**config.mk**
```make
export PLATFORM = sky130hd
export DESIGN_NAME = seq1011_tx_flat
export DESIGN_NICKNAME = d
export VERILOG_FILES = /design/src/rtl/seq1011_tx_pkg.sv /design/src/rtl/seq1011_tx_if.sv /design/src/rtl/seq1011_ref.sv /design/src/rtl/seq1011_tx.sv /design/src/flat_wrapper.sv
export SDC_FILE = /design/constraint.sdc
export NUM_CORES = 1
export LEC_CHECK = 0
export BUFFER_PORTS_ARGS = -buffer_cell sky130_fd_sc_hd__buf_4
export CAP_MARGIN = 10
export CELL_PAD_IN_SITES_DETAIL_PLACEMENT = 2
export CELL_PAD_IN_SITES_GLOBAL_PLACEMENT = 2
export CORE_ASPECT_RATIO = 0.7
export CORE_MARGIN = 2
export CORE_UTILIZATION = 35
export DETAILED_ROUTE_END_ITERATION = 10
export PLACE_DENSITY_LB_ADDON = 0.25
export SYNTH_ARGS = -nofsm -noshare
export SYNTH_HDL_FRONTEND = slang
export SYNTH_HIERARCHICAL = 1
export SYNTH_SLANG_ARGS = --single-unit
```
**constraint.sdc**
```tcl
create_clock -name clk -period 4.3 [get_ports clk]
set_clock_uncertainty 0.2 [all_clocks]
set_input_delay 0.645 -clock clk [delete_from_list [all_inputs] [get_ports clk]]
set_output_delay 0.645 -clock clk [all_outputs]
set_load 0.02 [all_outputs]
```
**src/rtl/seq1011_tx_pkg.sv**
```systemverilog
// Shared constants and state encoding for the 1011 serial transmitter and its golden model.
package seq1011_tx_pkg;

  localparam logic [3:0] PATTERN = 4'b1011;
  localparam int         PAT_LEN = 4;

  typedef enum logic {
    ST_IDLE  = 1'b0,
    ST_SHIFT = 1'b1
  } state_t;

endpackage

```
**src/rtl/seq1011_tx_if.sv**
```systemverilog
// Parallel word handshake into the transmitter: producer is master, transmitter is slave.
interface seq1011_tx_if #(
  parameter int WIDTH = 8
);

  logic [WIDTH-1:0] data;
  logic             valid;
  logic             ready;

  modport master (output data, output valid, input ready);
  modport slave  (input data, input valid, output ready);

endinterface

```
**src/rtl/seq1011_ref.sv**
```systemverilog
// Golden 1011 detector: tracks the last three emitted bits and counts matches (saturating).
// Fed with the bit about to be registered onto the line, so exp_y lines up with that bit.
module seq1011_ref
  import seq1011_tx_pkg::*;
#(
  parameter int CNT_W = 16
) (
  input  logic             clk,
  input  logic             reset,
  input  logic             i_clear,
  input  logic             i_bit,
  input  logic             i_valid,
  output logic             o_exp_y,
  output logic [CNT_W-1:0] o_match_cnt
);

  logic [PAT_LEN-2:0] r_hist;
  logic               r_expY;
  logic [CNT_W-1:0]   r_matchCnt;

  logic [PAT_LEN-2:0] w_histBase;
  logic [PAT_LEN-1:0] w_window;
  logic               w_match;

  // A clear on this edge means the incoming bit is judged against empty history.
  always_comb begin
    w_histBase = i_clear ? '0 : r_hist;
    w_window   = {w_histBase, i_bit};
    w_match    = i_valid && (w_window == PATTERN);
  end

  always_ff @(posedge clk) begin
    if (!reset) begin
      r_hist     <= '0;
      r_expY     <= 1'b0;
      r_matchCnt <= '0;
    end else begin
      r_expY <= w_match;
      if (i_valid) begin
        r_hist <= w_window[PAT_LEN-2:0];
      end else begin
        r_hist <= w_histBase;
      end
      if (i_clear) begin
        r_matchCnt <= '0;
      end else if (w_match && (r_matchCnt != '1)) begin
        r_matchCnt <= r_matchCnt + CNT_W'(1);
      end
    end
  end

  assign o_exp_y     = r_expY;
  assign o_match_cnt = r_matchCnt;

endmodule

```
**src/rtl/seq1011_tx.sv**
```systemverilog
// Serializes WIDTH-bit words MSB first, one bit per clock, with zero-bubble back-to-back
// transfers, and drives the golden 1011 detection pulse for the downstream detector.
module seq1011_tx
  import seq1011_tx_pkg::*;
#(
  parameter int WIDTH = 8,
  parameter int CNT_W = 16
) (
  input  logic             clk,
  input  logic             reset,
  input  logic             i_clear,
  seq1011_tx_if.slave      s_in,
  output logic             o_out,
  output logic             o_out_valid,
  output logic             o_exp_y,
  output logic [CNT_W-1:0] o_match_cnt,
  output logic             o_busy
);

  localparam int CW = (WIDTH > 1) ? $clog2(WIDTH) : 1;

  state_t           r_state;
  logic [WIDTH-1:0] r_shift;
  logic [CW-1:0]    r_bitCnt;
  logic             r_out;
  logic             r_outValid;

  state_t w_nextState;
  logic   w_ready;
  logic   w_accept;
  logic   w_lastBit;
  logic   w_nextBit;
  logic   w_nextValid;

  // r_bitCnt indexes the bit currently on the line; zero marks the last bit of a word.
  always_comb begin
    w_nextState = r_state;
    w_ready     = 1'b0;
    w_lastBit   = (r_bitCnt == '0);
    case (r_state)
      ST_IDLE:  w_ready = 1'b1;
      ST_SHIFT: w_ready = w_lastBit;
      default:  w_ready = 1'b0;
    endcase
    w_ready  = w_ready & reset;
    w_accept = s_in.valid & w_ready;
    case (r_state)
      ST_IDLE:  if (w_accept) w_nextState = ST_SHIFT;
      ST_SHIFT: if (w_lastBit && !w_accept) w_nextState = ST_IDLE;
      default:  w_nextState = ST_IDLE;
    endcase
    w_nextValid = w_accept | ((r_state == ST_SHIFT) && !w_lastBit);
    w_nextBit   = w_accept ? s_in.data[WIDTH-1] : r_shift[WIDTH-1];
  end

  always_ff @(posedge clk) begin
    if (!reset) begin
      r_state    <= ST_IDLE;
      r_shift    <= '0;
      r_bitCnt   <= '0;
      r_out      <= 1'b0;
      r_outValid <= 1'b0;
    end else begin
      r_state    <= w_nextState;
      r_outValid <= w_nextValid;
      if (w_nextValid) begin
        r_out <= w_nextBit;
      end
      if (w_accept) begin
        r_shift  <= s_in.data << 1;
        r_bitCnt <= CW'(WIDTH - 1);
      end else if ((r_state == ST_SHIFT) && !w_lastBit) begin
        r_shift  <= r_shift << 1;
        r_bitCnt <= r_bitCnt - CW'(1);
      end
    end
  end

  seq1011_ref #(
    .CNT_W (CNT_W)
  ) u_ref (
    .clk         (clk),
    .reset       (reset),
    .i_clear     (i_clear),
    .i_bit       (w_nextBit),
    .i_valid     (w_nextValid),
    .o_exp_y     (o_exp_y),
    .o_match_cnt (o_match_cnt)
  );

  assign s_in.ready  = w_ready;
  assign o_out       = r_out;
  assign o_out_valid = r_outValid;
  assign o_busy      = (r_state == ST_SHIFT);

endmodule

```
**src/flat_wrapper.sv**
```systemverilog
// flat-port wrapper written by rule: the top's interface ports become plain ports
module seq1011_tx_flat import seq1011_tx_pkg::*;
#(
  parameter int WIDTH = 8,
  parameter int CNT_W = 16
)
  (clk, reset, i_clear, o_out, o_out_valid, o_exp_y, o_match_cnt, o_busy, s_in_data, s_in_valid, s_in_ready);
  seq1011_tx_if #(.WIDTH(WIDTH)) s_in_i ();
  input  logic clk;
  input  logic reset;
  input  logic i_clear;
  output logic o_out;
  output logic o_out_valid;
  output logic o_exp_y;
  output logic [CNT_W-1:0] o_match_cnt;
  output logic o_busy;
  input wire logic [$bits(s_in_i.data)-1:0] s_in_data;
  input wire logic [$bits(s_in_i.valid)-1:0] s_in_valid;
  output wire logic [$bits(s_in_i.ready)-1:0] s_in_ready;
  assign s_in_i.data = s_in_data;
  assign s_in_i.valid = s_in_valid;
  assign s_in_ready = s_in_i.ready;
  seq1011_tx #(.WIDTH(WIDTH), .CNT_W(CNT_W)) u_core (.clk(clk), .reset(reset), .i_clear(i_clear), .s_in(s_in_i), .o_out(o_out), .o_out_valid(o_out_valid), .o_exp_y(o_exp_y), .o_match_cnt(o_match_cnt), .o_busy(o_busy));
endmodule
```
==> results of run 1 <==
-- power by group through the flow --
stage               logic (W)  registers [W]  clock network (W)
global placement    0.0000783       0.000335                  0
finish              0.0000868       0.000330           0.000228
global route        0.0000946       0.000331           0.000248
CTS                 0.0000865       0.000330           0.000233
detailed placement  0.0000854       0.000337                  0
floorplan           0.0000557       0.000334                  0
-- final cells by class --
cell class | instances | area, µm² | area share (%)
multi-input cells | 148 | 1010 | 48.2
inverters | 4 | 15.0 | 0.716
well taps | 69 | 86.3 | 4.12
flip-flops and latches | 33 | 661 | 31.5
repair buffers | 32 | 240 | 11.5
clock buffers | 6 | 72.6 | 3.46
clock inverters | 2 | 10.0 | 0.478
-- cells by family after synthesis --
kind of cell	count (synthesis)	share of synthesized area (%)
and+or+nand+nor	78	29.6
DFF	33	38.2
muxes	13	7.68
adders and majority gates	3	2.17
buffers and inverters	11	3.26
AOI/OAI and AO/OA	54	19.0
-- state kept, by name, indices dropped and copies added, names as in the netlist --
name                      flops
u_core/u_ref/o_match_cnt     16
u_core/o_out_valid            1
u_core/o_out                  1
u_core/u_ref/o_exp_y          1
u_core/r_bitCnt               3
u_core/u_ref/r_hist           3
u_core/o_busy                 1
u_core/r_shift                7
-- per-stage QoR --
stage          total power [W]  setup slack [ns]  instance area (µm²)
6_report              0.000645              1.38                 2100
5_1_grt               0.000674              1.22                 2100
4_1_cts               0.000649              1.43                 2100
3_5_place_dp          0.000422              1.49                 2010
3_3_place_gp          0.000413              1.59                 2010
2_1_floorplan         0.000390              1.90                 1730
-- worst max-delay path, cell delays in order (launching register included) --
cell	delay (ns)
dfxtp_1	0.37
inv_1	0.09
ha_1	0.27
nand2b_4	0.12
nand2_1	0.25
nand2_1	0.30
and4b_4	0.33
nand4_4	0.17
nor4_1	0.53
mux2i_1	0.23
-- worst paths after layout --
path	startpoint	endpoint	slack [ns]	cells after the start
worst max-delay path	u_core/r_bitCnt[0]$_SDFFE_PN0P_	u_core/u_ref/o_match_cnt[15]$_SDFFE_PP0P_	1.38	9
worst min-delay path	u_core/u_ref/o_match_cnt[15]$_SDFFE_PP0P_	u_core/u_ref/o_match_cnt[15]$_SDFFE_PP0P_	0.30	2
worst max register to register	u_core/r_bitCnt[0]$_SDFFE_PN0P_	u_core/u_ref/o_match_cnt[15]$_SDFFE_PP0P_	1.38	9
worst min register to register	u_core/u_ref/o_match_cnt[15]$_SDFFE_PP0P_	u_core/u_ref/o_match_cnt[15]$_SDFFE_PP0P_	0.30	2
-- synthesized netlist by cell type (all sizes together), types with 2 or more instances --
library cell   n
dfxtp         33
a21oi         22
nand2         16
o21ai         12
mux2i         11
nand2b         8
nand4          8
o31ai          7
nor2           6
or4            6
and2           5
buf            5
and3           4
and4           4
inv            4
nand3          4
o21a           4
ha             3
nor2b          3
or2b           3
and2b          2
and4b          2
clkbuf         2
mux2           2
nor3           2
or3            2
-- metal layers --
metal	part of all wire, %	vias to the layer above	track usage, %
met1	48	848	29.5
met2	48	30	34.8
li1	-	782	-
met5	0	-	0
met4	0.59	0	3.65
met3	3.1	4	4.23
==> results_dict.tcl, run 1 <==
set metrics [dict create \
    status "complete, no violations" \
    power_frac_seq_pct 51.1 \
    final_cell_mix "dfxtp_1 (33), buf_4 (32), a21oi_1 (22)" \
    layout_commonest_cell "dfxtp_1" \
    portBuffers 32 \
    p_leak_nw 0.837 \
    timing.final.hold_violations 0 \
    clk_path_buf_depth 2 \
    pin_count 33 \
    dp.cells 286 \
    rsz0062_at_grt "no" \
    fillers 528 \
    finalCritPeriodShare_pct 68.0 \
    fin_nets 239 \
    numCtsBuffers 5 \
    cts_root_buffer "clkbuf_8" \
    gr-total-overflow 0 \
    fmax_mhz 342 \
    p_clk_share_pct 35.4 \
    post-dp-hpwl_um 4050 \
    antennaDiodeCount 0 \
    async_flop_share_pct 0 \
    synthTopCellsByArea "dfxtp_1 (38%), a21oi_1 (6.4%), mux2i_1 (6.4%)" \
    num_vias 1664 \
    cts.sinks 33 \
    hold-worst-slack_ns 0.303 \
    critPathRequiredTime_ns 4.31 \
    row_count 21 \
    vias_per_cell 5.66 \
    drt_iter0_markers 58 \
    p_sw_w 0.000175 \
    pwr-share-comb_pct 13.5 \
    synth-main-ff-cell "dfxtp_1" \
    grt_first_pass_wirelength_um 9220 \
    syn-instance-count 192 \
    holdBufCountCts 0 \
    final_cells 294 \
    power.share.switching_pct 27.1 \
    ys_seq_area_share_pct 38.2 \
    clkSlewWorstSetupHoldPaths_ns 0.07 \
    layout_min_cycle_time_ns 2.92 \
    setup_viol 0 \
    first_pass_iters 4 \
    tightestPinTransition_ns 0.806 \
    ant_nets 0 \
    p_int_w 0.000470 \
    drc_errors 0 \
    die_w_um 88.0 \
    track_usage_pct 21.3 \
    wl_per_cell_um 18.9 \
    postCtsResizedCells 0 \
    synth_area_um2 1730 \
    clkLatencyLatePin_ns 0.28 \
    gp_congestion 0.790 \
    hp-class "reg -> reg" \
    slew-limit-headroom_pct 46.1 \
    yosysTopAreaCellShare_pct 38.2 \
    critPathCaptureType "flip-flop" \
    postSynthAreaPerCell_um2 9.00 \
    drt_wl_total_um 5570 \
    syn2layout_area_growth_pct 21.3 \
    vdd_drop_max_v 0.000143 \
    h-tree-depth 2 \
    synth_largest_area_cell "dfxtp_1" \
    cp_max_fo 11 \
    synth_cell_types 48 \
    maxCapViolCount 0 \
    crit_arrival_ns 2.93 \
    synth_fp_nets 207 \
    grt_start_max_net_pins 20 \
    final_core_util_pct 44.1 \
    antenna_found_initial 0 \
    ys_ff_latch 33 \
    coreArea_um2 4760 \
    start_util_pct 36.3 \
    die_h_um 62.8 \
    ys_warn_count 6 \
    critPathKind "reg -> reg" \
    postCtsSetupRepairBufs 0 \
    power.density_nw_per_um2 308 \
    fin_setup_tns_ns 0 \
    slew_violations 0 \
    cts_tree "done" \
    drive_gt1_share_pct 24.4 \
    grt_pass1_vias 1792 \
    synth-edff-count 0 \
    startpoint_type "flip-flop" \
    dieArea_um2 5520 \
]
No activity file was read; power rests on OpenSTA's default activity.
==> run 2: changes to the inputs <==
ABC_AREA = 1   (was not set)
CORE_UTILIZATION = 31   (was 35)
clock period = 3 ns   (was 4.3 ns; I/O delays follow)
==> run 2 against run 1 <==
Effect of this change: utilization fell by 5.4 points; first-iteration DRC count rose by 64%; count of clock-buffer cells in the layout rose by 1; cell count rose by 27%; critical path type unchanged; hold slack got worse by 0.027 ns; design area rose by 7.3%; register-to-register slack got worse by 0.85 ns.
==> results_dict.tcl, run 2 <==
set metrics [dict create \
    post-dp-hpwl_um 4370 \
    drc_errors 0 \
    cp.buffers_inverters 1 \
    power.share.switching_pct 25.7 \
    power.density_nw_per_um2 462 \
    crit_chain "inv_1 -> ha_1 -> nand2_2 -> nand2_4 -> nand3_1 -> nand2_1 -> nand2_1 -> nand2_1 -> nor2_1 -> nand3_1 -> nor2_2 -> nand3_1 -> nand2_1 -> nor2_1" \
    grt_start_max_net_pins 24 \
    critPathKind "reg -> reg" \
    maxCapViolCount 0 \
    vias_per_cell 5.07 \
    yosysTopAreaCellShare_pct 34.9 \
    dieArea_um2 6750 \
    cts.sinks 33 \
    cts_tree "done" \
    pwr-share-comb_pct 12.6 \
    fin_setup_tns_ns 0 \
    num_vias 1892 \
    synth_cell_types 30 \
    dp.cells 365 \
    h-tree-depth 2 \
    clk_path_buf_depth 2 \
    numCtsBuffers 5 \
    die_h_um 69.3 \
    clkLatencyLatePin_ns 0.29 \
    coreArea_um2 5810 \
    crit_path_max_incr_delay_ns 0.32 \
    startpoint_type "flip-flop" \
    antenna_found_initial 0 \
    crit_arrival_ns 2.46 \
    ys_seq_area_share_pct 34.9 \
    status "complete, no violations" \
    grt_first_pass_wirelength_um 9610 \
    grt_pass1_vias 1861 \
    syn-instance-count 266 \
    synth_largest_area_cell "dfxtp_1" \
    power_frac_seq_pct 44.8 \
    die_w_um 97.3 \
    postCtsResizedCells 0 \
    slew_violations 0 \
    slew-limit-headroom_pct 77.2 \
    fmax_mhz 405 \
    postCtsSetupRepairBufs 0 \
    setup_viol 0 \
    final_cell_mix "nand2_1 (67), nor2_1 (34), buf_4 (33), dfxtp_1 (33)" \
    layout_min_cycle_time_ns 2.47 \
    rsz0062_at_grt "no" \
    final_cells 373 \
    critPathCaptureType "flip-flop" \
    synthTopCellsByArea "dfxtp_1 (35%), nand2_1 (13%), nor2_1 (6.8%)" \
    power_w 0.00104 \
    synth-edff-count 0 \
    p_sw_w 0.000267 \
    largest_reg_flops 16 \
    gr-total-overflow 0 \
    gp_congestion 0.805 \
    p_int_w 0.000772 \
    ys_ff_latch 33 \
    portBuffers 32 \
    drt_iter0_markers 95 \
    final_core_util_pct 38.7 \
    ant_nets 0 \
    hp-class "in -> reg" \
    drive_gt1_share_pct 22.5 \
    antennaDiodeCount 0 \
    async_flop_share_pct 0 \
    timing.final.hold_violations 0 \
    row_count 23 \
    track_usage_pct 17.9 \
    postSynthAreaPerCell_um2 7.11 \
    clkSlewWorstSetupHoldPaths_ns 0.07 \
    first_pass_iters 4 \
    start_util_pct 32.5 \
    vdd_drop_max_v 0.000231 \
    holdBufCountCts 0 \
    crit_family "simple AND/OR/NAND/NOR gates" \
    p_leak_nw 0.952 \
    critPathRequiredTime_ns 2.98 \
    drt_wl_total_um 5890 \
    p_clk_share_pct 42.6 \
    layout_commonest_cell "nand2_1" \
    finalCritPeriodShare_pct 82.4 \
    wl_per_cell_um 15.8 \
    yosysMostFrequentCell "nand2_1" \
    cts_root_buffer "clkbuf_8" \
    hold-worst-slack_ns 0.276 \
    synthTopCellsByCount "nand2_1 (67), nor2_1 (34), dfxtp_1 (33)" \
    pin_count 33 \
    synth_fp_nets 281 \
    tightestPinTransition_ns 0.340 \
    crit_path_frequent_cell "nand2_1" \
    syn2layout_area_growth_pct 18.9 \
    ys_warn_count 6 \
    synth-main-ff-cell "dfxtp_1" \
    synth_area_um2 1890 \
    fin_nets 312 \
    cp_max_fo 23 \
    critPathSlowestCell "nor2_2" \
]
[run 2: cells by family after synthesis]
family | after synthesis | synth area share (%)
buffers and inverters | 39 | 11.5
adder cells (fa/ha/maj) | 3 | 1.99
XOR/XNOR | 2 | 0.927
AND/OR/NAND/NOR | 154 | 37.9
AO/OA/AOI/OAI | 35 | 12.8
flip-flops | 33 | 34.9
[run 2: worst min-delay path: stages]
cell,delay (ns)
buf_4,0.11
nand4_1,0.08
a21oi_1,0.07
[run 2: final timing paths]
path / startpoint / endpoint / slack [ns] / depth (start not counted)
max: u_core/r_bitCnt[0]$_SDFFE_PN0P_ / u_core/u_ref/o_match_cnt[6]$_SDFFE_PP0P_ / 0.53 / 14
min: s_in_data[0] / u_core/r_shift[1]$_SDFFE_PN0P_ / 0.28 / 3
max reg2reg: u_core/r_bitCnt[0]$_SDFFE_PN0P_ / u_core/u_ref/o_match_cnt[6]$_SDFFE_PP0P_ / 0.53 / 14
min reg2reg: u_core/u_ref/r_hist[2]$_SDFF_PN0_ / u_core/u_ref/r_hist[2]$_SDFF_PN0_ / 0.30 / 2
[run 2: power by group through the flow]
stage	clock, W	combinational (W)	sequential [W]
after floorplan	0	0.0000988	0.000478
after global placement	0	0.000126	0.000475
after detailed placement	0	0.000130	0.000476
after CTS	0.000458	0.000132	0.000466
after global routing	0.000475	0.000147	0.000468
final	0.000443	0.000131	0.000466
[run 2: cell type report]
cell class,count,area (µm²)
Fill cell,724,3560
Multi-Input combinational cell,194,1010
Sequential cell,33,661
Timing Repair Buffer,33,248
Inverter,30,118
Tap cell,75,93.8
Clock buffer,7,86.3
Clock inverter,1,30.0
[run 2: metrics by stage]
| step | worst slack [ns] | area, µm² |
|---|---|---|
| after floorplan | 1.01 | 1890 |
| after global placement | 0.681 | 2130 |
| after detailed placement | 0.546 | 2130 |
| after CTS | 0.520 | 2250 |
| after global routing | 0.289 | 2250 |
| final | 0.529 | 2250 |
[run 2: layer usage]
layer / GRT usage, % / part of all wire, % / vias to the layer above
met5: 0 / 0 / -
met4: 3.24 / 0.32 / 0
met3: 3.93 / 3.0 / 2
met2: 27.3 / 44 / 20
met1: 26.1 / 53 / 939
li1: - / - / 931
==> run 3: changes to the inputs <==
ABC_AREA = 0   (was 1)
CORE_UTILIZATION = 29   (was 31)
clock period = 2.02 ns   (was 3 ns; I/O delays follow)
==> run 3 against run 2 <==
Effect of this change: the run now ends with negative setup slack left; setup slack worse by 0.83 ns; first-iteration DRC count shrank 46%; register-to-register slack worse by 0.83 ns; largest cell class unchanged; highest routed layer unchanged.
==> results_dict.tcl, run 3 (synthesized netlist as in run 1, its figures left out) <==
set metrics [dict create \
    status "finished, violations left" \
    violations "negative setup slack" \
    min_from "s_in_data[5]" \
    gp_congestion 0.701 \
    clk_path_buf_depth 2 \
    cp_max_fo 7 \
    critPathKind "reg -> reg" \
    grt_pass1_vias 1718 \
    r2r_slack_ns -0.30 \
    placed_area_um2 2280 \
    final_cell_mix "buf_4 (65), dfxtp_1 (30), nand2_1 (15), a21oi_1 (15), mux2i_1 (11)" \
    rsz0062_at_grt "yes" \
    hold-worst-slack_ns 0.0908 \
    power_frac_seq_pct 42.9 \
    r2r-start "u_core/r_bitCnt[0]$_SDFFE_PN0P_" \
    post-dp-hpwl_um 4070 \
    layout_min_cycle_time_ns 2.32 \
    wl_per_cell_um 17.9 \
    die_h_um 68.6 \
    power.share.switching_pct 25.7 \
    holdBufCountCts 0 \
    num_vias 1761 \
    numCtsBuffers 5 \
    p_sw_w 0.000418 \
    dieArea_um2 6600 \
    largest_reg_flops 16 \
    clkLatencyLatePin_ns 0.30 \
    start_util_pct 30.2 \
    portBuffers 32 \
    fin_area_um2 2550 \
    clkSlewWorstSetupHoldPaths_ns 0.08 \
    slew-limit-headroom_pct 69.6 \
    syn2layout_area_growth_pct 47.8 \
    pin_count 33 \
    hp-class "in -> reg" \
    p_clk_share_pct 41.8 \
    critPathCaptureType "flip-flop" \
    drt_iter0_markers 51 \
    first_pass_iters 4 \
    pwr-share-comb_pct 15.2 \
    maxCapViolCount 0 \
    startpoint_type "flip-flop" \
    grt_start_max_net_pins 19 \
    p_int_w 0.00121 \
    setup_viol 17 \
    coreArea_um2 5730 \
    gr-total-overflow 0 \
    antenna_found_initial 0 \
    antennaDiodeCount 0 \
    fmax_mhz 431 \
    layout_commonest_cell "buf_4" \
    drt_wl_total_um 6000 \
    finalCritPeriodShare_pct 115 \
    grt_first_pass_wirelength_um 9190 \
    setup_ws_ns -0.299 \
    power_w 0.00163 \
    crit_arrival_ns 2.34 \
    cts_tree "done" \
    vdd_drop_max_v 0.000309 \
    drc_errors 0 \
    slew_violations 0 \
    drive_gt1_share_pct 43.8 \
    cts.sinks 33 \
    fin_nets 274 \
    final_core_util_pct 44.6 \
    die_w_um 96.3 \
    cts_root_buffer "clkbuf_8" \
    row_count 23 \
    critPathRequiredTime_ns 2.04 \
    r2r_end "u_core/u_ref/o_match_cnt[13]$_SDFFE_PP0P_" \
    r2r_cells 9 \
    vias_per_cell 5.26 \
    track_usage_pct 18.9 \
    timing.final.hold_violations 0 \
    p_leak_nw 1.05 \
    tightestPinTransition_ns 0.456 \
    ant_nets 0 \
    hold_end "u_core/r_shift[6]$_SDFFE_PN0P_" \
    h-tree-depth 2 \
    hold_depth 3 \
    power.density_nw_per_um2 637 \
]
## run 3: cell types whose count changed in the layout (fill, tap and decap cells not counted), sizes merged, moves of 6 or more
cell and change:
o31ai +7, nand2 -56, o211ai -6, buf +34, inv -26, nor2 -36
nand2b +8, mux2i +11, or4 +6, nand3 -21
## run 3: power groups by stage
stage,Sequential (W),Clock (W),Combinational [W]
3_5_place_dp,0.000712,0,0.000228
4_1_cts,0.000697,0.000700,0.000236
6_report,0.000698,0.000680,0.000248
3_3_place_gp,0.000711,0,0.000219
5_1_grt,0.000701,0.000726,0.000270
2_1_floorplan,0.000714,0,0.000133
## run 3: repair_timing
| action | 4_1_cts | 5_1_grt |
|---|---|---|
| gates cloned | 0 | 0 |
| pin swaps | 6 | 5 |
| buffers inserted | 4 | 2 |
| endpoints found under the setup margin | 17 | 17 |
| gates resized for setup | 9 | 12 |
## run 3: worst max-delay path by stage
stage               depth (start not counted)  slack (ns)                                        end                             from
finish                                      9       -0.30  u_core/u_ref/o_match_cnt[13]$_SDFFE_PP0P_  u_core/r_bitCnt[0]$_SDFFE_PN0P_
detailed placement                          9       -0.27  u_core/u_ref/o_match_cnt[13]$_SDFFE_PP0P_  u_core/r_bitCnt[1]$_SDFFE_PN0P_
floorplan                                  10       -0.14  u_core/u_ref/o_match_cnt[13]$_SDFFE_PP0P_  u_core/r_bitCnt[0]$_SDFFE_PN0P_
global placement                            9       -0.21  u_core/u_ref/o_match_cnt[13]$_SDFFE_PP0P_  u_core/r_bitCnt[1]$_SDFFE_PN0P_
global route                               10       -0.40  u_core/u_ref/o_match_cnt[14]$_SDFFE_PP0P_  u_core/r_bitCnt[0]$_SDFFE_PN0P_
CTS                                         9       -0.27  u_core/u_ref/o_match_cnt[13]$_SDFFE_PP0P_  u_core/r_bitCnt[1]$_SDFFE_PN0P_
## run 3: routing by layer
metal	vias to the layer above	share of wire, %	track usage, %
li1	851	-	-
met1	889	51	26.7
met4	0	0.62	4.82
met3	4	2.4	3.91
met5	-	0	0
met2	17	46	29.3
## run 3: layout make-up
type,count,area [µm²]
clock buffer,6,82.6
clock inverter,2,37.5
fill,624,3170
inverter,4,15.0
multi-input combinational,148,1140
sequential,33,664
tap,75,93.8
timing repair buffer,67,519
## run 3: critical path: stages, from the launching register on
cell      delay (ns)
dfxtp_2         0.33
inv_2           0.08
ha_4            0.14
nand2b_4        0.07
a21oi_4         0.15
mux2_4          0.18
and4b_4         0.30
nand4_4         0.15
or4_1           0.50
a21oi_1         0.15
## run 3: through the flow
step / setup slack, ns / setup TNS, ns / std cells
floorplan: -0.135 / -0.682 / 192
global placement: -0.211 / -1.37 / 321
detailed placement: -0.272 / -2.27 / 321
CTS: -0.273 / -2.66 / 333
global route: -0.403 / -4.87 / 335
finish: -0.299 / -3.06 / 335
